$ cat config.mk
export PLATFORM = sky130hd
export DESIGN_NAME = i2c_write_ctrl
export DESIGN_NICKNAME = d
export VERILOG_FILES = /design/src/rtl/i2c_pkg.sv /design/src/rtl/i2c_qtick.sv /design/src/rtl/i2c_write_ctrl.sv
export SDC_FILE = /design/constraint.sdc
export NUM_CORES = 1
export LEC_CHECK = 0
export CAP_MARGIN = 20
export CELL_PAD_IN_SITES_DETAIL_PLACEMENT = 1
export CELL_PAD_IN_SITES_GLOBAL_PLACEMENT = 2
export CORE_MARGIN = 2
export CORE_UTILIZATION = 35
export DETAILED_ROUTE_END_ITERATION = 6
export HOLD_SLACK_MARGIN = 0.12
export PLACE_DENSITY = 0.89
export SYNTH_ARGS = -nofsm -noshare
export SYNTH_HDL_FRONTEND = slang
export SYNTH_SLANG_ARGS = --single-unit
$ cat constraint.sdc
create_clock -name REF_CLK -period 5.4 [get_ports REF_CLK]
set_input_delay 0.54 -clock REF_CLK [delete_from_list [all_inputs] [get_ports REF_CLK]]
set_output_delay 0.54 -clock REF_CLK [all_outputs]
set_load 0.1 [all_outputs]
$ cat src/rtl/i2c_pkg.sv
// Shared types and helpers for the I2C write sequencer: state encoding,
// quarter-phase names and the per-state SCL/SDA drive table.
package i2c_pkg;

    typedef enum logic [2:0] {
        IDLE,
        STRT,
        ADDR,
        AACK,
        DATA,
        DACK,
        STOP
    } i2c_state_e;

    localparam logic [1:0] P0 = 2'd0;
    localparam logic [1:0] P1 = 2'd1;
    localparam logic [1:0] P2 = 2'd2;
    localparam logic [1:0] P3 = 2'd3;

    localparam logic I2C_WR = 1'b0;

    // Returns {scl, sda_oe} for a given state, quarter phase and current bit.
    function automatic logic [1:0] bus_drive(input i2c_state_e st,
                                             input logic [1:0] ph,
                                             input logic       bitv);
        logic scl;
        logic oe;
        scl = 1'b1;
        oe  = 1'b0;
        case (st)
            STRT: oe = (ph >= P2);
            ADDR, DATA: begin
                scl = (ph >= P2);
                oe  = ~bitv;
            end
            AACK, DACK: scl = (ph >= P2);
            STOP: begin
                scl = (ph != P0);
                oe  = (ph <= P1);
            end
            default: begin
                scl = 1'b1;
                oe  = 1'b0;
            end
        endcase
        return {scl, oe};
    endfunction

endpackage

$ cat src/rtl/i2c_qtick.sv
// Quarter-SCL-period tick generator; held at zero while disabled so every
// transaction starts on a clean quarter boundary.
module i2c_qtick
    import i2c_pkg::*;
#(
    parameter int CLK_DIV = 250
) (
    input  logic REF_CLK,
    input  logic RESET,
    input  logic en,
    output logic qtick
);

    localparam int CW = (CLK_DIV > 1) ? $clog2(CLK_DIV) : 1;
    localparam logic [CW-1:0] LAST = CW'(CLK_DIV - 1);

    logic [CW-1:0] count;

    assign qtick = en && (count == LAST);

    always_ff @(posedge REF_CLK) begin
        if (RESET || !en) begin
            count <= '0;
        end else if (count == LAST) begin
            count <= '0;
        end else begin
            count <= count + CW'(1);
        end
    end

endmodule

$ cat src/rtl/i2c_write_ctrl.sv
// Single-byte I2C write master: START, addr+W, ACK, data, ACK, STOP.
// SCL/SDA_OE are registered from the next state so the pins never glitch.
module i2c_write_ctrl
    import i2c_pkg::*;
#(
    parameter int CLK_DIV = 250
) (
    input  logic       REF_CLK,
    input  logic       RESET,
    input  logic       START,
    input  logic [6:0] ADDR,
    input  logic [7:0] DATA,
    input  logic       SDA_IN,
    output logic       SCL,
    output logic       SDA_OE,
    output logic       BUSY,
    output logic       DONE,
    output logic       ACK_ERR
);

    i2c_state_e state;
    i2c_state_e nxt_state;
    logic [1:0] phase;
    logic [1:0] nxt_phase;
    logic [2:0] bit_idx;
    logic [2:0] nxt_bit_idx;
    logic [7:0] addr_byte;
    logic [7:0] data_byte;
    logic       nxt_bit;
    logic [1:0] nxt_bus;
    logic       qtick;
    logic       accept;
    logic       finish;
    logic       ack_sample;

    i2c_qtick #(
        .CLK_DIV (CLK_DIV)
    ) u_qtick (
        .REF_CLK (REF_CLK),
        .RESET   (RESET),
        .en      (state != i2c_pkg::IDLE),
        .qtick   (qtick)
    );

    assign accept     = (state == i2c_pkg::IDLE) && START;
    assign finish     = (state == i2c_pkg::STOP) && qtick && (phase == P3);
    assign ack_sample = qtick && (phase == P2) &&
                        ((state == i2c_pkg::AACK) || (state == i2c_pkg::DACK));

    always_comb begin
        nxt_state   = state;
        nxt_phase   = phase;
        nxt_bit_idx = bit_idx;
        if (accept) begin
            nxt_state = i2c_pkg::STRT;
            nxt_phase = P0;
        end else if (qtick) begin
            nxt_phase = phase + 2'd1;
            if (phase == P3) begin
                case (state)
                    i2c_pkg::STRT: begin
                        nxt_state   = i2c_pkg::ADDR;
                        nxt_bit_idx = 3'd7;
                    end
                    i2c_pkg::ADDR: begin
                        if (bit_idx == 3'd0) nxt_state = i2c_pkg::AACK;
                        else                 nxt_bit_idx = bit_idx - 3'd1;
                    end
                    // ACK_ERR already holds this slot's sample taken at the end of p2.
                    i2c_pkg::AACK: begin
                        if (ACK_ERR) begin
                            nxt_state = i2c_pkg::STOP;
                        end else begin
                            nxt_state   = i2c_pkg::DATA;
                            nxt_bit_idx = 3'd7;
                        end
                    end
                    i2c_pkg::DATA: begin
                        if (bit_idx == 3'd0) nxt_state = i2c_pkg::DACK;
                        else                 nxt_bit_idx = bit_idx - 3'd1;
                    end
                    i2c_pkg::DACK: nxt_state = i2c_pkg::STOP;
                    i2c_pkg::STOP: nxt_state = i2c_pkg::IDLE;
                    default:       nxt_state = i2c_pkg::IDLE;
                endcase
            end
        end
        nxt_bit = (nxt_state == i2c_pkg::ADDR) ? addr_byte[nxt_bit_idx]
                                               : data_byte[nxt_bit_idx];
        nxt_bus = bus_drive(nxt_state, nxt_phase, nxt_bit);
    end

    always_ff @(posedge REF_CLK) begin
        if (RESET) begin
            state     <= i2c_pkg::IDLE;
            phase     <= P0;
            bit_idx   <= 3'd0;
            addr_byte <= 8'd0;
            data_byte <= 8'd0;
            SCL       <= 1'b1;
            SDA_OE    <= 1'b0;
            BUSY      <= 1'b0;
            DONE      <= 1'b0;
            ACK_ERR   <= 1'b0;
        end else begin
            state         <= nxt_state;
            phase         <= nxt_phase;
            bit_idx       <= nxt_bit_idx;
            {SCL, SDA_OE} <= nxt_bus;
            DONE          <= finish;
            if (accept) begin
                addr_byte <= {ADDR, I2C_WR};
                data_byte <= DATA;
                BUSY      <= 1'b1;
                ACK_ERR   <= 1'b0;
            end else begin
                if (finish) BUSY <= 1'b0;
                if (ack_sample && SDA_IN) ACK_ERR <= 1'b1;
            end
        end
    end

endmodule
After elaboration in Yosys (flattened, before gate mapping)
Cells that the tools add are included.
{"block": "op_classes", "n_lt_le_gt_ge": 3, "add_sub_neg": 3, "reduce_logical": 20, "n_eq_ne": 15, "mux": 24, "n_bitwise": 1}
{"cell": "two-way mux 3 bit", "count": 10}
{"cell": "== test 3 bit, second input constant", "count": 6}
{"cell": "case mux 3 bit (5 select lines)", "count": 1}
{"cell": "== test 3 x 2 -> 1 bit, second input constant", "count": 4}
{"cell": "case mux 3 bit (3 select lines)", "count": 1}
{"cell": "adder 8 x 1 -> 8 bit, second input constant", "count": 1}
{"cell": "== test 8 bit, second input constant", "count": 1}
{"cell": "OR reduction 2 bit", "count": 4}
{"cell": "logical AND 1 bit", "count": 7}
{"cell": "binary-select mux 1 bit (select 3 bit)", "count": 2}
{"cell": "== test 3 x 1 -> 1 bit, second input constant", "count": 2}
{"cell": "zero test 3 bit", "count": 2}
{"cell": "two-way mux 2 bit", "count": 3}
{"cell": "two-way mux 1 bit", "count": 5}
{"cell": "== test 2 bit, second input constant", "count": 2}
{"cell": "less-than comparator 3 x 4 -> 1 bit, second input constant", "count": 1}
{"cell": "nonzero test 2 bit", "count": 2}
{"cell": "OR reduction 4 bit", "count": 1}
{"cell": "case mux 1 bit (3 select lines)", "count": 1}
{"cell": "nonzero test 3 bit", "count": 1}
{"cell": "subtractor 3 x 1 -> 3 bit, second input constant", "count": 1}
{"cell": "adder 2 x 1 -> 2 bit, second input constant", "count": 1}
{"cell": "greater-or-equal comparator 2 bit, second input constant", "count": 1}
{"cell": "less-or-equal comparator 2 x 1 -> 1 bit, second input constant", "count": 1}
{"cell": "other kinds (4)", "count": 5}
{"block": "totals", "regBits": 36, "elab_cells": 77, "input_bits": 19, "output_inout_bits": 5}

Depth between registers and ports, before layout
Gate-level depths: netlist of run 1.
{"block": "logic_depth", "ltp_word": 11, "mapped_depth": 11, "mapped_depth_nobuf": 10}

By module
Synthesis of run 1 repeated with hierarchy kept, for this count alone.
{"block": "hier_totals", "hier_cells": 247, "hier_area_um2": 2024.4}
{"module": "i2c_write_ctrl", "cells_per_inst": 198, "instances": 1, "area_per_inst_um2": 1615.3}
{"module": "i2c_qtick", "cells_per_inst": 49, "instances": 1, "area_per_inst_um2": 409.1}

Worst setup path before layout of run 1
OpenSTA, ideal clock, no wires.
{"block": "synth_path", "path_kind": "register to register", "startpoint": "reg ACK_ERR", "endpoint": "reg SDA_OE", "setup_ps": 73, "required_ps": 5327, "slack_ps": 2868, "period_less_slack_ps": 2532, "stages_incl_launch_ff": 10, "t_arrival_ps": 2459, "n_path_buf": 1, "path_cell_list": "dfxtp_1 nand2_1 o21a_1 o21ai_2 and2_1 buf_6 mux4_2 nor2_2 o211ai_2 o211ai_2"}
{"block": "synth_via", "elab_chain_len": 10, "elab_cells_between_ends": 22}
{"element": "start: declaration", "line": "i2c_write_ctrl.sv:18", "text": "output logic ACK_ERR"}
{"element": "start signal: assignment", "line": "i2c_write_ctrl.sv:104", "text": "ACK_ERR <= 1'b0;"}
{"element": "start signal: assignment", "line": "i2c_write_ctrl.sv:115", "text": "ACK_ERR <= 1'b0;"}
{"element": "start signal: assignment", "line": "i2c_write_ctrl.sv:118", "text": "if (ack_sample && SDA_IN) ACK_ERR <= 1'b1;"}
{"element": "two-way mux 3 bit", "line": "i2c_write_ctrl.sv:71", "text": "if (ACK_ERR) begin"}
{"element": "case mux 3 bit (3 select lines)", "line": "i2c_write_ctrl.sv:60", "text": "case (state)"}
{"element": "two-way mux 3 bit", "line": "i2c_write_ctrl.sv:59", "text": "if (phase == P3) begin"}
{"element": "two-way mux 3 bit", "line": "i2c_write_ctrl.sv:57", "text": "end else if (qtick) begin"}
{"element": "two-way mux 3 bit", "line": "i2c_write_ctrl.sv:54", "text": "if (accept) begin"}
{"element": "binary-select mux 1 bit (select 3 bit) (on tied branches)", "line": "i2c_write_ctrl.sv:89, i2c_write_ctrl.sv:88"}
{"element": "two-way mux 1 bit (on tied branches)", "line": "i2c_write_ctrl.sv:89, i2c_write_ctrl.sv:88"}
{"element": "two-way mux 1 bit", "line": "i2c_write_ctrl.sv:88", "text": "nxt_bit = (nxt_state == i2c_pkg::ADDR) ? addr_byte[nxt_bit_idx]"}
{"element": "NOT 1 bit", "line": "i2c_pkg.sv:34", "text": "oe = ~bitv;"}
{"element": "case mux 1 bit (3 select lines) (*)", "line": "i2c_pkg.sv:30", "text": "case (st)"}
{"element": "end signal: assignment", "line": "i2c_write_ctrl.sv:109", "text": "{SCL, SDA_OE} <= nxt_bus;"}
{"element": "end: declaration", "line": "i2c_write_ctrl.sv:15", "text": "output logic SDA_OE,"}
Mark *: on every way between the ends. The rest lies on a longest branch, timed or not. The select of a mux whose other input is x is not followed.
A chain may end at the register's enable or synchronous reset.

Worst setup path after layout of run 1
{"block": "layout_path", "startpoint": "reg state[1]", "endpoint": "reg SDA_OE"}
{"block": "layout_via", "elab_chain_len": 11, "elab_cells_between_ends": 36}
{"element": "start: declaration", "line": "i2c_write_ctrl.sv:21", "text": "i2c_state_e state;"}
{"element": "start signal: assignment", "line": "i2c_write_ctrl.sv:95", "text": "state <= i2c_pkg::IDLE;"}
{"element": "start signal: assignment", "line": "i2c_write_ctrl.sv:106", "text": "state <= nxt_state;"}
{"element": "== test 3 bit or == test 3 x 2 -> 1 bit (tied branches)", "line": "i2c_write_ctrl.sv:60"}
{"element": "OR reduction 2 bit (no source line)"}
{"element": "case mux 3 bit (3 select lines)", "line": "i2c_write_ctrl.sv:60"}
{"element": "two-way mux 3 bit", "line": "i2c_write_ctrl.sv:59"}
{"element": "two-way mux 3 bit", "line": "i2c_write_ctrl.sv:57"}
{"element": "two-way mux 3 bit", "line": "i2c_write_ctrl.sv:54"}
{"element": "binary-select mux 1 bit (select 3 bit) (on tied branches)", "line": "i2c_write_ctrl.sv:89, i2c_write_ctrl.sv:88"}
{"element": "two-way mux 1 bit (on tied branches)", "line": "i2c_write_ctrl.sv:89, i2c_write_ctrl.sv:88"}
{"element": "two-way mux 1 bit", "line": "i2c_write_ctrl.sv:88"}
{"element": "NOT 1 bit", "line": "i2c_pkg.sv:34"}
{"element": "case mux 1 bit (3 select lines) (*)", "line": "i2c_pkg.sv:30"}
Marked as above.

==> flow_summary.ini, run 1 <==
[clock_network]
insertion_delay_ns = 0.29
cts-hold-fix-buffers = 0
clk_pin_slew_worst_paths_ns = 0.08
cts_tree = done
clockBufferDepth = 2
clock_sinks = 36
cts_buffers = 5
postCtsSetupRepairBufs = 0
cts_resized = 0
clockRootBuffer = clkbuf_8
htree_levels = 2

[setup_path]
crit_type = flip-flop to flip-flop
regToRegStartpoint = state[1]
crit_required_ns = 5.63
critPathArrivalTime_ns = 2.86
r2r-end = SDA_OE
crit_path_start = state[1]
r2r.worst_path.cells = 6
crit_fanout = 14
endpoint = SDA_OE
r2r_setup_slack_ns = 2.77
startpoint_type = flip-flop
worstSetupEndpointType = flip-flop

[sta]
finalCritPeriodShare = 0.4876
rsz0062_at_grt = no
fmax_ghz = 0.3798
min_period_ns = 2.633
clock_skew_ns = 0.007689
slew_headroom = 0.3489
final_hold_viol_count = 0
setup_tns_ns = 0
drv_slew = 0
setup_viol = 0
worst_slew_pin_slew_ns = 0.9736

[detailed_routing]
remaining_drc_errors = 0
vias = 1641
drt-initial-drc-count = 79
drt-total-wl_um = 4520
ant_nets = 0
wire_per_inst_um = 14.17
first_pass_iters = 4
vias_per_cell = 5.144

[global_routing]
grt_max_degree = 31
grt-ovfl-total = 0
grt_pass1_vias = 1617
track_usage = 0.1587
grt_pass1_wl_um = 7707
antenna_found_initial = 0

[power]
p_leak_nw = 0.8088
combPwrFrac = 0.112
swShare = 0.2604
internal_power_mw = 0.3912
ir_drop_v = 0.0001497
seqPwrFrac = 0.532
p_switching_mw = 0.1378
pwr-share-clk = 0.356
cellPowerDensity_mw_per_mm2 = 233.2

[floorplan]
fp.coreArea_sq_mm = 0.005205
rows = 26
pin_count = 24
die_x_um = 77.91
start_util = 0.3673
die_h_um = 77.91
fp.dieArea_sq_mm = 0.006069

[placement]
dpl.cell_count = 310
port_buffers = 23
place.gp.congestion = 0.7935
dp_hpwl_um = 3423

[outcome]
status = finished, final reports clean

[layout]
drive_gt1_frac = 0.08835
nets = 274
area_growth_pct = 18.65
nFillCells = 655
stdcell_count = 319
register_area_sq_um = 720.7
multiInputGateArea_sq_mm = 0.001091
diodes = 0

[logic_synthesis]
synth_top_cell_by_area = dfxtp_1
syn_area_sq_mm = 0.001912
yosysUniqueCellTypes = 55
synth_edf_count = 0
synth_nets = 256
async_reset_ff_frac = 0
yosysTopAreaCellShare = 0.3770
yosysSeqAreaShare = 0.3770
syn_avg_cell_area_sq_um = 8.312
ys_seq_elements = 36
synthFlopType = dfxtp_1
yosys_warnings = 0
synthTopCellsByArea = dfxtp_1 38%, nand2_1 8.4%, a21oi_1 5.0%
syn-instance-count = 230

[hold_path]
min_path_type = flip-flop to flip-flop

[run]
max-cap-violations = 0
critical path, cell delays in order, from the launching register on:
cell      delay, ns
dfxtp_1        0.64
inv_1          0.14
ha_1           0.39
o311ai_1       0.46
nand2_1        0.22
or4b_1         0.55
o211ai_2       0.16
final cells by class:
class | instances | share of cell area
flip-flops and latches | 36 | 0.3177
repair buffers | 24 | 0.1125
inverters | 7 | 0.01158
clock buffers | 5 | 0.03034
clock inverters | 3 | 0.008274
multi-input cells | 174 | 0.4810
well taps | 70 | 0.03861
flip-flops by register name, indices dropped and copies added (netlist names):
register and flops:
data_byte 8, state 3, BUSY 1, SCL 1, SDA_OE 1, DONE 1
addr_byte 7, bit_idx 3, phase 2, u_qtick.count 8, ACK_ERR 1
synthesized netlist by cell type, drive strengths merged (5+ instances only):
cell / instances
nand2: 43
dfxtp: 36
nor2: 20
a21oi: 19
nand3: 9
o21ai: 8
buf: 7
ha: 7
inv: 7
nor3: 7
clkbuf: 6
mux2i: 5
through the flow:
stage,total power [mW],hold slack [ns],utilization,instance area [sq um],setup WS [ns]
after detailed placement,0.3457,0.4471,0.4142,2156,2.764
after global placement,0.3445,0.4427,0.4142,2156,2.874
after global routing,0.5594,0.4804,0.4358,2268,2.598
final,0.5290,0.4536,0.4358,2268,2.767
after CTS,0.5341,0.4578,0.4310,2243,2.757
after floorplan,0.3221,0.4315,-,1912,2.868
logic make-up after synthesis:
family,Yosys count,share of synthesized area
buf+inv,20,0.05235
flops,36,0.3770
mux,7,0.04385
fa+ha+maj,7,0.04581
compound gates,46,0.1597
simple gates,107,0.2893
xor+xnor,7,0.03207
worst min-delay path by stage:
stage / slack, ns / cells past startpoint / end / start
after detailed placement: 0.45 / 2 / data_byte[3] / data_byte[3]
after global placement: 0.44 / 2 / data_byte[3] / data_byte[3]
after floorplan: 0.43 / 2 / data_byte[6] / data_byte[6]
final: 0.45 / 2 / data_byte[3] / data_byte[3]
after CTS: 0.46 / 2 / data_byte[3] / data_byte[3]
after global routing: 0.48 / 2 / data_byte[3] / data_byte[3]
cell usage in the layout, fill, tap and decap left out, types with 6 or more instances in the layout:
cell type         n
dfxtp_1          36
nand2_1          43
nor3_1            6
nand3_1           9
o21ai_0           6
inv_1             7
a21oi_1          19
clkdlybuf4s50_1  23
nor2_1           18
ha_1              7
per-layer routing:
layer	global-route usage	share of wire
met1	0.2216	0.49
met2	0.2526	0.47
met3	0.02442	0.020
met4	0.04737	0.013
met5	0	0
power by group through the flow:
stage                     combinational (mW)  sequential (mW)  clock [mW]
after floorplan                       0.0334            0.289           0
after global placement                0.0568            0.288           0
after detailed placement              0.0578            0.288           0
after CTS                             0.0581            0.282       0.195
after global routing                  0.0668            0.283       0.210
final                                 0.0591            0.281       0.188
Note: power is estimated with default switching activity, not from simulation.
==> run 2: changes to the inputs <==
Settings changed: CORE_UTILIZATION 35 to 33, PLACE_DENSITY 0.89 to 0.85.
Clock period 5.4 ns to 2.6 ns, I/O delays scaled along.
==> flow_summary.ini, run 2 (synthesis results as in run 1) <==
[outcome]
status = finished, final reports clean

[sta]
setup_viol = 0
worst_slew_pin_slew_ns = 0.5653
clock_skew_ns = 0.005511
setup_tns_ns = 0
min_period_ns = 2.386
fmax_ghz = 0.4191
slew_headroom = 0.6196
rsz0062_at_grt = no
drv_slew = 0
final_hold_viol_count = 0
holdWs_ns = 0.4497
finalCritPeriodShare = 0.9177

[global_routing]
antenna_found_initial = 0
grt_pass1_wl_um = 8314
grt_max_degree = 27
grt_pass1_vias = 1766
grt-ovfl-total = 0
track_usage = 0.1668

[hold_path]
worst_hold_path.num_cells = 1
hold-path-endpoint = u_qtick.count[0]
hp-start = u_qtick.count[0]
min_path_type = flip-flop to flip-flop

[layout]
mostFrequentLayoutCells = 42 x nand2_1, 33 x dfxtp_1, 19 x a21oi_1, 18 x nor2_1, 18 x clkdlybuf4s50_1
nFillCells = 684
stdcell_count = 329
multiInputGateArea_sq_mm = 0.001095
register_area_sq_um = 724.4
final_core_util = 0.4178
area_growth_pct = 21.07
nets = 282
drive_gt1_frac = 0.1518
layout_commonest_cell = nand2_1
diodes = 0
top_regs = data_byte (8), u_qtick.count (8), addr_byte (7)

[setup_path]
worstSetupEndpointType = flip-flop
critPathSlowestCell = or4b_1
crit_chain = inv_1 -> ha_1 -> o311ai_1 -> nand2_1 -> or4b_1 -> o211ai_2
crit_required_ns = 2.81
regToRegStartpoint = state[1]
crit_type = flip-flop to flip-flop
crit_fanout = 12
r2r-end = SDA_OE
r2r.worst_path.cells = 6
startpoint_type = flip-flop
critPathArrivalTime_ns = 2.60
cp_slowest_stage_delay_ns = 0.56
r2r_setup_slack_ns = 0.21

[power]
ir_drop_v = 0.0002147
cellPowerDensity_mw_per_mm2 = 491.2
p_leak_nw = 0.8439

[detailed_routing]
vias_per_cell = 5.140
remaining_drc_errors = 0
wl_met3_um = 145
drt-total-wl_um = 4836
vias = 1691
wl_met2_um = 2287
m1WireLength_um = 2354
wire_per_inst_um = 14.70
drt-initial-drc-count = 68
first_pass_iters = 4
ant_nets = 0
top_layer = met4

[floorplan]
start_util = 0.3451
fp.dieArea_sq_mm = 0.006418
fp.coreArea_sq_mm = 0.005540
die_x_um = 80.12
die_h_um = 80.12
rows = 27
pin_count = 24

[clock_network]
clock_sinks = 36
cts_tree = done
cts_buffers = 5
htree_levels = 2
clockRootBuffer = clkbuf_8
clockBufferDepth = 2
postCtsSetupRepairBufs = 0
clk_pin_slew_worst_paths_ns = 0.08
insertion_delay_ns = 0.29

[placement]
port_buffers = 23
dp_hpwl_um = 3564
place.gp.congestion = 0.8817
dpl.cell_count = 321

[run]
max-cap-violations = 0
run 2: changes by cell type in the layout (fill, tap and decap cells not counted), moves of 2 or more:
cell / change
buf_4: +14
clkdlybuf4s50_1: -5
dfxtp_1: -3
dfxtp_2: +3
clkinv_2: -2
run 2: layout make-up:
cell class / instances / share of cell area
Clock buffer: 7 / 0.03730
Clock inverter: 1 / 0.003243
Inverter: 7 / 0.01135
Multi-Input combinational cell: 174 / 0.4730
Sequential cell: 36 / 0.3130
Tap cell: 72 / 0.03892
Timing Repair Buffer: 32 / 0.1232
run 2: repair_timing:
| item | 4_1_cts | 5_1_grt |
|---|---|---|
| resized for setup | 0 | 6 |
| hold buffers | 0 | 0 |
| endpoints found under the hold margin | 0 | 0 |
| endpoints found under the setup margin | 0 | 1 |
run 2: per-stage QoR:
stage	power [mW]	cell area (sq um)	setup slack, ns
after CTS	1.151	2307	0.06131
after detailed placement	0.7278	2213	0.09405
after global routing	1.195	2315	0.03760
after floorplan	0.6691	1912	0.06812
after global placement	0.7251	2213	0.1278
final	1.137	2315	0.2139
run 2: worst max-delay path by stage:
stage	start	end	slack, ns	cells past startpoint
6_report	state[1]	SDA_OE	0.21	6
3_5_place_dp	state[1]	SDA_OE	0.09	6
4_1_cts	state[1]	SDA_OE	0.06	6
3_3_place_gp	state[1]	SDA_OE	0.13	6
2_1_floorplan	ACK_ERR	SDA_OE	0.07	9
5_1_grt	u_qtick.count[1]	SDA_OE	0.04	10
run 2: routing by layer:
layer,vias to the layer above,global-route usage
met3,4,0.03483
met5,-,0
li1,860,-
met4,0,0.05932
met1,803,0.2210
met2,24,0.2675
run 2: where the power goes:
| group | switching [mW] | internal, mW |
|---|---|---|
| logic | 0.0695 | 0.0597 |
| clock network | 0.208 | 0.216 |
| registers | 0.0147 | 0.570 |
run 2: critical path: cells and delay by family, from the launching register on:
kind	cells	cell delay [ns]
compound gates	2	0.58
fa+ha+maj	1	0.38
buf+inv	1	0.12
flops	1	0.47
simple gates	2	0.77
